`src/rtl/aer_pkg.sv`:
```
// Shared constants for the AER spike arbiter: state encoding, request types, width helper.
package aer_pkg;

  typedef logic [1:0] arb_state_t;

  localparam arb_state_t S_ARB      = 2'd0;
  localparam arb_state_t S_HOLD     = 2'd1;
  localparam arb_state_t S_FINALIZE = 2'd2;
  localparam arb_state_t S_DONE     = 2'd3;

  localparam logic REQ_SPIKE = 1'b0;
  localparam logic REQ_EOF   = 1'b1;

  // Downstream address width: {source index, local address}.
  function automatic int unsigned out_addr_w(input int unsigned num_src,
                                             input int unsigned num_inputs);
    return $clog2(num_src) + $clog2(num_inputs);
  endfunction

endpackage

```
`src/rtl/aer_rr_picker.sv`:
```
// Round-robin picker: first set request bit at or after ptr, wrapping modulo NUM_SRC.
module aer_rr_picker #(
  parameter int unsigned NUM_SRC = 4
) (
  input  logic [NUM_SRC-1:0]         req,
  input  logic [$clog2(NUM_SRC)-1:0] ptr,
  output logic [NUM_SRC-1:0]         grant,
  output logic [$clog2(NUM_SRC)-1:0] idx,
  output logic                       valid
);
  localparam int unsigned SW = $clog2(NUM_SRC);
  localparam int unsigned PW = SW + 1;

  always_comb begin
    logic [PW-1:0] pos;
    grant = '0;
    idx   = '0;
    valid = 1'b0;
    pos   = '0;
    for (int k = 0; k < NUM_SRC; k++) begin
      pos = PW'(ptr) + PW'(k);
      if (pos >= PW'(NUM_SRC)) pos = pos - PW'(NUM_SRC);
      if (!valid && req[pos[SW-1:0]]) begin
        valid = 1'b1;
        idx   = pos[SW-1:0];
      end
    end
    grant[idx] = valid;
  end

endmodule

```
`src/rtl/aer_spike_arbiter.sv`:
```
// Merges NUM_SRC AER spike streams onto one link; end-of-frame is emitted once all sources finish.
// Define AER_ARB_EARLIEST_FIRST_EN to serve the earliest signed spike time first.
module aer_spike_arbiter
  import aer_pkg::*;
#(
  parameter int unsigned NUM_SRC    = 4,
  parameter int unsigned NUM_INPUTS = 64,
  parameter int unsigned DATA_W     = 32
) (
  input  logic                                          clk,
  input  logic                                          rst_n,
  input  logic                                          i_clk_enable,
  input  logic [NUM_SRC-1:0]                            i_req,
  input  logic [NUM_SRC-1:0]                            i_req_type,
  input  logic [NUM_SRC*DATA_W-1:0]                     i_spike_time,
  input  logic [NUM_SRC*$clog2(NUM_INPUTS)-1:0]         i_spike_addr,
  output logic [NUM_SRC-1:0]                            o_ack,
  output logic                                          o_req,
  input  logic                                          i_ack,
  output logic                                          o_req_type,
  output logic signed [DATA_W-1:0]                      o_spike_time,
  output logic [out_addr_w(NUM_SRC, NUM_INPUTS)-1:0]    o_spike_addr,
  output logic                                          o_done
);
  localparam int unsigned SW = $clog2(NUM_SRC);
  localparam int unsigned AW = $clog2(NUM_INPUTS);
  localparam int unsigned OW = out_addr_w(NUM_SRC, NUM_INPUTS);

  arb_state_t               state_q, state_d;
  logic [SW-1:0]            rr_ptr_q, rr_ptr_d;
  logic [NUM_SRC-1:0]       eof_q, eof_d;
  logic signed [DATA_W-1:0] time_q, time_d;
  logic [OW-1:0]            addr_q, addr_d;

  logic [NUM_SRC-1:0]       eligible, pick_req, pick_grant, win_grant, ack;
  logic [SW-1:0]            pick_idx, win_idx;
  logic                     pick_valid;

  assign eligible = i_req & ~eof_q;

`ifdef AER_ARB_EARLIEST_FIRST_EN
  localparam int unsigned PW = SW + 1;
  logic [NUM_SRC-1:0] spike_elig;

  // End-of-frame requests compete only when no spike is eligible.
  assign spike_elig = eligible & ~i_req_type;
  assign pick_req   = (|spike_elig) ? spike_elig : eligible;

  // Strict less-than while scanning in rotation order keeps ties with the round-robin winner.
  always_comb begin
    logic [PW-1:0]            pos;
    logic signed [DATA_W-1:0] best;
    logic signed [DATA_W-1:0] cand;
    win_idx = pick_idx;
    best    = i_spike_time[int'(pick_idx)*DATA_W +: DATA_W];
    pos     = '0;
    cand    = '0;
    if (|spike_elig) begin
      for (int k = 0; k < NUM_SRC; k++) begin
        pos = PW'(rr_ptr_q) + PW'(k);
        if (pos >= PW'(NUM_SRC)) pos = pos - PW'(NUM_SRC);
        cand = i_spike_time[int'(pos[SW-1:0])*DATA_W +: DATA_W];
        if (spike_elig[pos[SW-1:0]] && (cand < best)) begin
          best    = cand;
          win_idx = pos[SW-1:0];
        end
      end
    end
    win_grant = (win_idx == pick_idx) ? pick_grant : (NUM_SRC'(1) << win_idx);
  end
`else
  assign pick_req  = eligible;
  assign win_idx   = pick_idx;
  assign win_grant = pick_grant;
`endif

  aer_rr_picker #(.NUM_SRC(NUM_SRC)) u_picker (
    .req   (pick_req),
    .ptr   (rr_ptr_q),
    .grant (pick_grant),
    .idx   (pick_idx),
    .valid (pick_valid)
  );

  // Next state; nothing advances and no ack is issued while the enable is low or reset is held.
  always_comb begin
    state_d  = state_q;
    rr_ptr_d = rr_ptr_q;
    eof_d    = eof_q;
    time_d   = time_q;
    addr_d   = addr_q;
    ack      = '0;
    if (rst_n && i_clk_enable) begin
      case (state_q)
        S_ARB: begin
          if (pick_valid) begin
            ack      = win_grant;
            rr_ptr_d = (win_idx == SW'(NUM_SRC - 1)) ? '0 : win_idx + 1'b1;
            if (i_req_type[win_idx] == REQ_EOF) begin
              eof_d[win_idx] = 1'b1;
            end else begin
              time_d  = i_spike_time[int'(win_idx)*DATA_W +: DATA_W];
              addr_d  = {win_idx, i_spike_addr[int'(win_idx)*AW +: AW]};
              state_d = S_HOLD;
            end
          end else if (&eof_q) begin
            state_d = S_FINALIZE;
          end
        end
        S_HOLD: begin
          if (i_ack) begin
            state_d = S_ARB;
            time_d  = '0;
            addr_d  = '0;
          end
        end
        S_FINALIZE: begin
          if (i_ack) state_d = S_DONE;
        end
        S_DONE: begin
          eof_d   = '0;
          state_d = S_ARB;
        end
        default: state_d = S_ARB;
      endcase
    end
  end

  always_ff @(posedge clk) begin
    if (!rst_n) begin
      state_q  <= S_ARB;
      rr_ptr_q <= '0;
      eof_q    <= '0;
      time_q   <= '0;
      addr_q   <= '0;
    end else begin
      state_q  <= state_d;
      rr_ptr_q <= rr_ptr_d;
      eof_q    <= eof_d;
      time_q   <= time_d;
      addr_q   <= addr_d;
    end
  end

  assign o_ack        = ack;
  assign o_req        = (state_q == S_HOLD) || (state_q == S_FINALIZE);
  assign o_req_type   = (state_q == S_FINALIZE);
  assign o_done       = (state_q == S_DONE);
  assign o_spike_time = time_q;
  assign o_spike_addr = addr_q;

endmodule

```
`config.mk`:
```
export PLATFORM = sky130hd
export DESIGN_NAME = aer_spike_arbiter
export DESIGN_NICKNAME = d
export VERILOG_FILES = /design/src/rtl/aer_pkg.sv /design/src/rtl/aer_rr_picker.sv /design/src/rtl/aer_spike_arbiter.sv
export SDC_FILE = /design/constraint.sdc
export NUM_CORES = 1
export LEC_CHECK = 0
export ABC_CLOCK_PERIOD_IN_PS = 4800
export CAP_MARGIN = 20
export CORE_MARGIN = 8
export CORE_UTILIZATION = 35
export DETAILED_ROUTE_END_ITERATION = 10
export HOLD_SLACK_MARGIN = 0.15
export PLACE_DENSITY_LB_ADDON = 0.1
export SETUP_SLACK_MARGIN = 0.2
export SYNTH_ARGS = -nofsm -noshare
export SYNTH_HDL_FRONTEND = slang
export SYNTH_HIERARCHICAL = 1
export SYNTH_SLANG_ARGS = --single-unit
```
`constraint.sdc`:
```
create_clock -name clk -period 4.8 [get_ports clk]
set_input_delay 1.44 -clock clk [delete_from_list [all_inputs] [get_ports clk]]
set_output_delay 1.44 -clock clk [all_outputs]
set_load 0.005 [all_outputs]
```
; ---- After elaboration in Yosys (flattened, before gate mapping)
; Cells that the tools add are included.
; W data, S select, Z words.
[word_totals]
out_inout_bits = 47
elab_cells = 103
regBits = 48
in_bits = 164
[op_classes]
order_cmp = 10
reduce_logical = 17
n_bitwise = 4
shift = 2
n_eq_ne = 11
muxes = 45
n_addsub = 8
multipliers = 1
[op_table]
columns = op, count
row1 = $shiftx A128 B8 Y32, 1
row2 = $mux W32, 3
row3 = $pmux W32 S2, 1
row4 = $mux W2, 14
row5 = $mux W8, 3
row6 = $shiftx A24 B6 Y6, 1
row7 = $mux W4, 5
row8 = $pmux W8 S2, 1
row9 = $lt A2 B3 Y1 const B, 5
row10 = $bmux W1 S2, 5
row11 = $mux W1, 10
row12 = $ne A2 B2 Y1 const B, 5
row13 = $reduce_and A5 Y1, 2
row14 = $ge A3 B3 Y1 const B, 3
row15 = $and A4 B4 Y4, 2
row16 = $pmux W2 S4, 1
row17 = $pmux W4 S2, 1
row18 = $reduce_and A4 Y1, 2
row19 = $sub A2 B1 Y2 const B, 4
row20 = $add A2 B2 Y3 const B, 2
row21 = $eq A2 B2 Y1 const B, 3
row22 = $ne A3 B3 Y1 const B, 2
row23 = $logic_and A1 B1 Y1, 5
row24 = $mul A2 B2 Y4 const B, 1
row25 = other kinds (13), 16

; ---- Depth between registers and ports, before layout
[logic_depth]
ltp_word = 22
ltp_mapped = 11

; ---- Modules after synthesis
; Netlist, hierarchy kept.
[by_module_without_submodules]
columns = module, seq_area_each_um2, cells_per_inst, instances, area_each_um2
row1 = aer_spike_arbiter, 960.9, 287, 1, 3198.1
row2 = aer_rr_picker, 0.0, 32, 1, 182.7

; ---- Least setup slack after synthesis
; No wires, ideal clock.
[synth_path]
path_kind = input to output
startpoint = in i_req[2]
endpoint = out o_ack[0]
setup_slack_ns = 0.965
required_time_ns = 3.360
path_stages = 6
t_arrival_ns = 2.395
cell_sequence = nor2b_1 -> nor2_1 -> nand2_1 -> nand2_1 -> nor2_1 -> and2_1
[synth_via]
word_cells_on_any_way = 32
classes_between = order compare (2) / mux (21) / bitwise (2) / reduce/logical (7)
[synth_rtl]
columns = element, line
row1 = start: declaration, aer_spike_arbiter.sv:13  ; input logic [NUM_SRC-1:0] i_req,
row2 = $and A4 B4 Y4 *, aer_spike_arbiter.sv:39  ; assign eligible = i_req & ~eof_q;
row3 = $bmux W1 S2, aer_rr_picker.sv:23  ; if (!valid && req[pos[SW-1:0]]) begin
row4 = $mux W1 (implied by the code), aer_rr_picker.sv:23
row5 = $mux W1, aer_rr_picker.sv:23
row6 = $logic_not A1 Y1, aer_rr_picker.sv:23
row7 = $logic_and A1 B1 Y1, aer_rr_picker.sv:23
row8 = $mux W1, aer_rr_picker.sv:23
row9 = $logic_not A1 Y1, aer_rr_picker.sv:23
row10 = [... 2 more ...], n/a
row11 = $logic_not A1 Y1, aer_rr_picker.sv:23
row12 = $logic_and A1 B1 Y1, aer_rr_picker.sv:23
row13 = $mux W1 *, aer_rr_picker.sv:23
row14 = via pick_valid, aer_spike_arbiter.sv:37  ; logic pick_valid;
row15 = $and A4 B4 Y4 (no line), n/a
row16 = $mux W4 *, aer_spike_arbiter.sv:96  ; if (pick_valid) begin
row17 = $mux W4 *, aer_spike_arbiter.sv:94  ; case (state_q)
row18 = $mux W4 *, aer_spike_arbiter.sv:93  ; if (rst_n && i_clk_enable) begin
row19 = end: declaration, aer_spike_arbiter.sv:17  ; output logic [NUM_SRC-1:0] o_ack,
; Mark *: on every way through the listed nets, which the timed path passes. The rest lies on a longest branch. The select of a mux whose other input is x is not followed.

; ---- Worst setup path in the final report
[layout_path]
startpoint = in i_req[1]
endpoint = out o_ack[3]
[layout_via]
word_cells_on_any_way = 32
classes_between = order compare (2) / mux (21) / bitwise (2) / reduce/logical (7)
[layout_rtl]
columns = element, line
row1 = $and A4 B4 Y4 *, aer_spike_arbiter.sv:39
row2 = via eligible[1], aer_spike_arbiter.sv:35  ; logic [NUM_SRC-1:0] eligible, pick_req, pick_grant, win_grant, ack;
row3 = $bmux W1 S2, aer_rr_picker.sv:23
row4 = $mux W1 (implied by the code), aer_rr_picker.sv:23
row5 = $mux W1, aer_rr_picker.sv:23
row6 = $logic_not A1 Y1, aer_rr_picker.sv:23
row7 = $logic_and A1 B1 Y1, aer_rr_picker.sv:23
row8 = $mux W1, aer_rr_picker.sv:23
row9 = [... 3 more ...], n/a
row10 = $logic_not A1 Y1, aer_rr_picker.sv:23
row11 = $logic_and A1 B1 Y1, aer_rr_picker.sv:23
row12 = $mux W1 *, aer_rr_picker.sv:23
row13 = via pick_valid, aer_spike_arbiter.sv:37
row14 = $and A4 B4 Y4 (no line), n/a
row15 = $mux W4 *, aer_spike_arbiter.sv:96
row16 = $mux W4 *, aer_spike_arbiter.sv:94
row17 = $mux W4 *, aer_spike_arbiter.sv:93
; Marked as above.

==> impl_metrics.csv <==
group,metric,value,unit
synth,yosys.area_share.adder,2.96,%
final_layout,final_layout_size_suffix_gt1_share,22.5,%
timing,worst_clock_skew,0.00936,ns
clock_network,cts_tree,"built",
synth,yosys_most_used_dff,"sky130_fd_sc_hd__dfxtp_1",
synth,synthArstFlopShare,0,%
place,dpl.cell_count,648,
critical_path,crit_path_start_kind,"input port",
timing,totalNegativeSetupSlack,0,ns
grt,antenna_found_initial,0,
timing,hold-worst-slack,0.484,ns
die,num_rows,36,
grt,gr-max-usage-layer,"met2",
clock_network,worstSkewPairLatency,0.30,ns
die,core_area,0.00959,sq mm
detailed_routing,1st_iter_drt_viols,131,
power_and_ir_drop,worst_vdd_rail_ir_drop,0.142,mV
detailed_routing,totalWireLength,11.6,mm
timing,maxClockFrequency,219,MHz
grt,use_met2,31.0,%
synth,post_synth_xor_area_fraction,0,%
timing,slew-limit-headroom,48.7,%
critical_path,cp_max_fo,5,
clock_network,worst_setup_hold_path_clk_slew,0.09,ns
die,boundaryPins,211,
place,buffer_ports.inserted,210,
synth,synth_cell_types,37,
synth,seq_area_frac_synth,28.4,%
synth,synth_edf_count,0,
synth,synth_simple_gate_area_share,11.4,%
critical_path,crit_path_frequent_cell,"sky130_fd_sc_hd__clkdlybuf4s50_1",
timing,finalSetupViolations,0,
synth,ys_ff_latch,48,
grt,met1_usage,18.1,%
timing,fin_crit_sh,95.0,%
synth,netlist.top_cell.by_area,"sky130_fd_sc_hd__dfxtp_1",
grt,grt_remaining_overflow,0,
synth,yosys-top-cells-area,"sky130_fd_sc_hd__dfxtp_1, sky130_fd_sc_hd__mux4_2, sky130_fd_sc_hd__o22ai_2",
synth,synthesis.yosys.warnings,6,
synth,synthesis.nets,491,
timing,slew_violations,0,
clock_network,cts_buffers,5,
critical_path,critical-path-slowest-cell,"sky130_fd_sc_hd__clkdlybuf4s50_1",
grt,grt_start_max_net_pins,47,
clock_network,cts.htree.levels,2,
timing,hold_viol_final,0,
power_and_ir_drop,power.density_cell_area,246,mW/mm^2
clock_network,clock_path_buffers,2,
synth,synthDominantCellAreaShare,28.4,%
grt,globalRouteMet3Util,7.07,%
critical_path,critical-path-max-stage-delay,0.50,ns
critical_path,worstPathCellList,"clkdlybuf4s50_1 > nor2b_2 > nor2_1 > nand2_1 > nand2_2 > nor2_4 > and2_1 > clkdlybuf4s50_1",
critical_path,critPathRequiredTime,3.36,ns
run,cap_violations,0,
place,place_hpwl,9.17,mm
final_layout,insertedDiodeCount,0,
detailed_routing,via_per_inst,4.91,
final_layout,final_util,60.4,%
synth,synthesis.instances,319,
grt,grt_use_total,17.1,%
clock_network,cts-root-buf,"sky130_fd_sc_hd__clkbuf_8",
power_and_ir_drop,p_total,1.42,mW
synth,synth.cells.most_frequent,"sky130_fd_sc_hd__dfxtp_1, sky130_fd_sc_hd__inv_1, sky130_fd_sc_hd__nand2_1, sky130_fd_sc_hd__o22ai_2, sky130_fd_sc_hd__mux4_2",
timing,rsz_0062_raised_after_global_routing,"true",
final_layout,multi_input_area,0.00216,sq mm
detailed_routing,firstDrtPassIters,4,
die,floorplan.initialDensity,35.2,%
final_layout,number_of_filler_cells_placed_in_the_layout,824,
clock_network,cts.hold.buffers_added,0,
clock_network,clock_sink_count,48,
synth,synth_top_family_by_area,"multiplexers",
final_layout,areaGrowthSynthToFinish,71.4,%
hold_path,worst_hold_path_type,"flop to flop",
die,floorplan.die.width,114,microns
run_status,run_status,"finished clean",
detailed_routing,routed-via-count,3228,
final_layout,finish.net_count,695,
detailed_routing,drc,0,
critical_path,timing_worst_setup_path_type,"input port to output pin",
final_layout,instances_no_fill,657,
detailed_routing,post_drt_wl_per_cell,17.6,microns
power_and_ir_drop,power_leakage,2.22,nW
grt,grt_first_pass_wirelength,17.9,mm
place,gp_congestion,0.823,
detailed_routing,antenna_left,0,
die,die_height,114,microns
timing,tightest_slew,0.770,ns
critical_path,worstPathArrival,3.12,ns
synth,synth.mux.area_fraction,26.0,%
timing,finalCriticalPeriod,4.56,ns
critical_path,crit_end_element,"output pin",
grt,grt_pass1_vias,3614,
die,die-area,0.0131,sq mm
synth,synthesis.area_per_instance,10.6,sq um
synth,synth_area,0.00338,sq mm
synth,synth_compound_gate_area_share,20.8,%
final_layout,register_area,961,sq um
## cell usage in the layout (no fill, tap or decap), drive strengths merged, types with 3 or more instances in the layout
master         synthesis  routed
a21oi                 12      12
a221oi                 3       3
and2                   4       4
buf                   17      13
clkbuf                 8       7
clkdlybuf4s50          0     206
dfxtp                 48      48
dlymetal6s2s           0       3
ha                     8       8
inv                   48      48
mux4                  39      39
nand2                 46      46
nand2b                 5       5
nor2                  11      11
nor2b                  6       6
nor3                   3       3
o21ai                  3       3
o22ai                 40      40
## through the flow
step                      setup WS (ns)  cell area [sq um]
after floorplan                   0.965               3380
after global placement           0.0791               5600
after detailed placement         0.0554               5600
after CTS                         0.208               5760
after global routing              0.148               5790
final                             0.239               5790
## state kept, by name, indices dropped and copies added (netlist names)
register and flops:
eof_q 4, o_spike_addr 8, o_spike_time 32, rr_ptr_q 2, state_q 2
## cell type report
class / count / share of cell area, %
clock inverters: 1 / 0.130
repair buffers: 222 / 38.6
flip-flops and latches: 48 / 16.6
inverters: 48 / 3.11
clock buffers: 7 / 1.49
multi-input cells: 198 / 37.2
well taps: 133 / 2.87
## worst max-delay path: cells and delay by family
family / cells / cell delay [ns]
buffers and inverters: 2 / 0.96
and+or+nand+nor: 6 / 0.72
## metal layers
layer	wire [microns]	up-vias
met5	0	-
li1	-	1551
met2	5890	140
met1	4450	1528
met3	1120	9
met4	126	0
## power by group
part | internal, mW | total, mW | leakage (nW) | switching [mW]
registers | 0.431 | 0.459 | 0.389 | 0.0276
clock network | 0.117 | 0.252 | 0.0445 | 0.134
logic | 0.418 | 0.713 | 1.79 | 0.295
## logic make-up after synthesis
group	count (synthesis)
adder cells (fa/ha/maj)	8
AND/OR/NAND/NOR	84
multiplexers	39
AO/OA/AOI/OAI	67
buffers and inverters	73
flip-flops	48
## worst paths after layout
check | startpoint | endpoint | slack [ns] | depth (start not counted)
setup / recovery | i_req[1] | o_ack[3] | 0.24 | 8
hold / removal | o_spike_addr[7] | o_spike_addr[7] | 0.48 | 2
setup reg to reg | eof_q[2] | o_spike_time[30] | 1.84 | 10
hold reg to reg | o_spike_addr[7] | o_spike_addr[7] | 0.48 | 2
## repair_timing
item / CTS / global route
setup endpoints to repair: 4 / 4
gates cloned: 0 / 0
pin swaps: 2 / 5
buffers inserted: 0 / 1
resized for setup: 17 / 7
(Power assumes the default switching activity.)
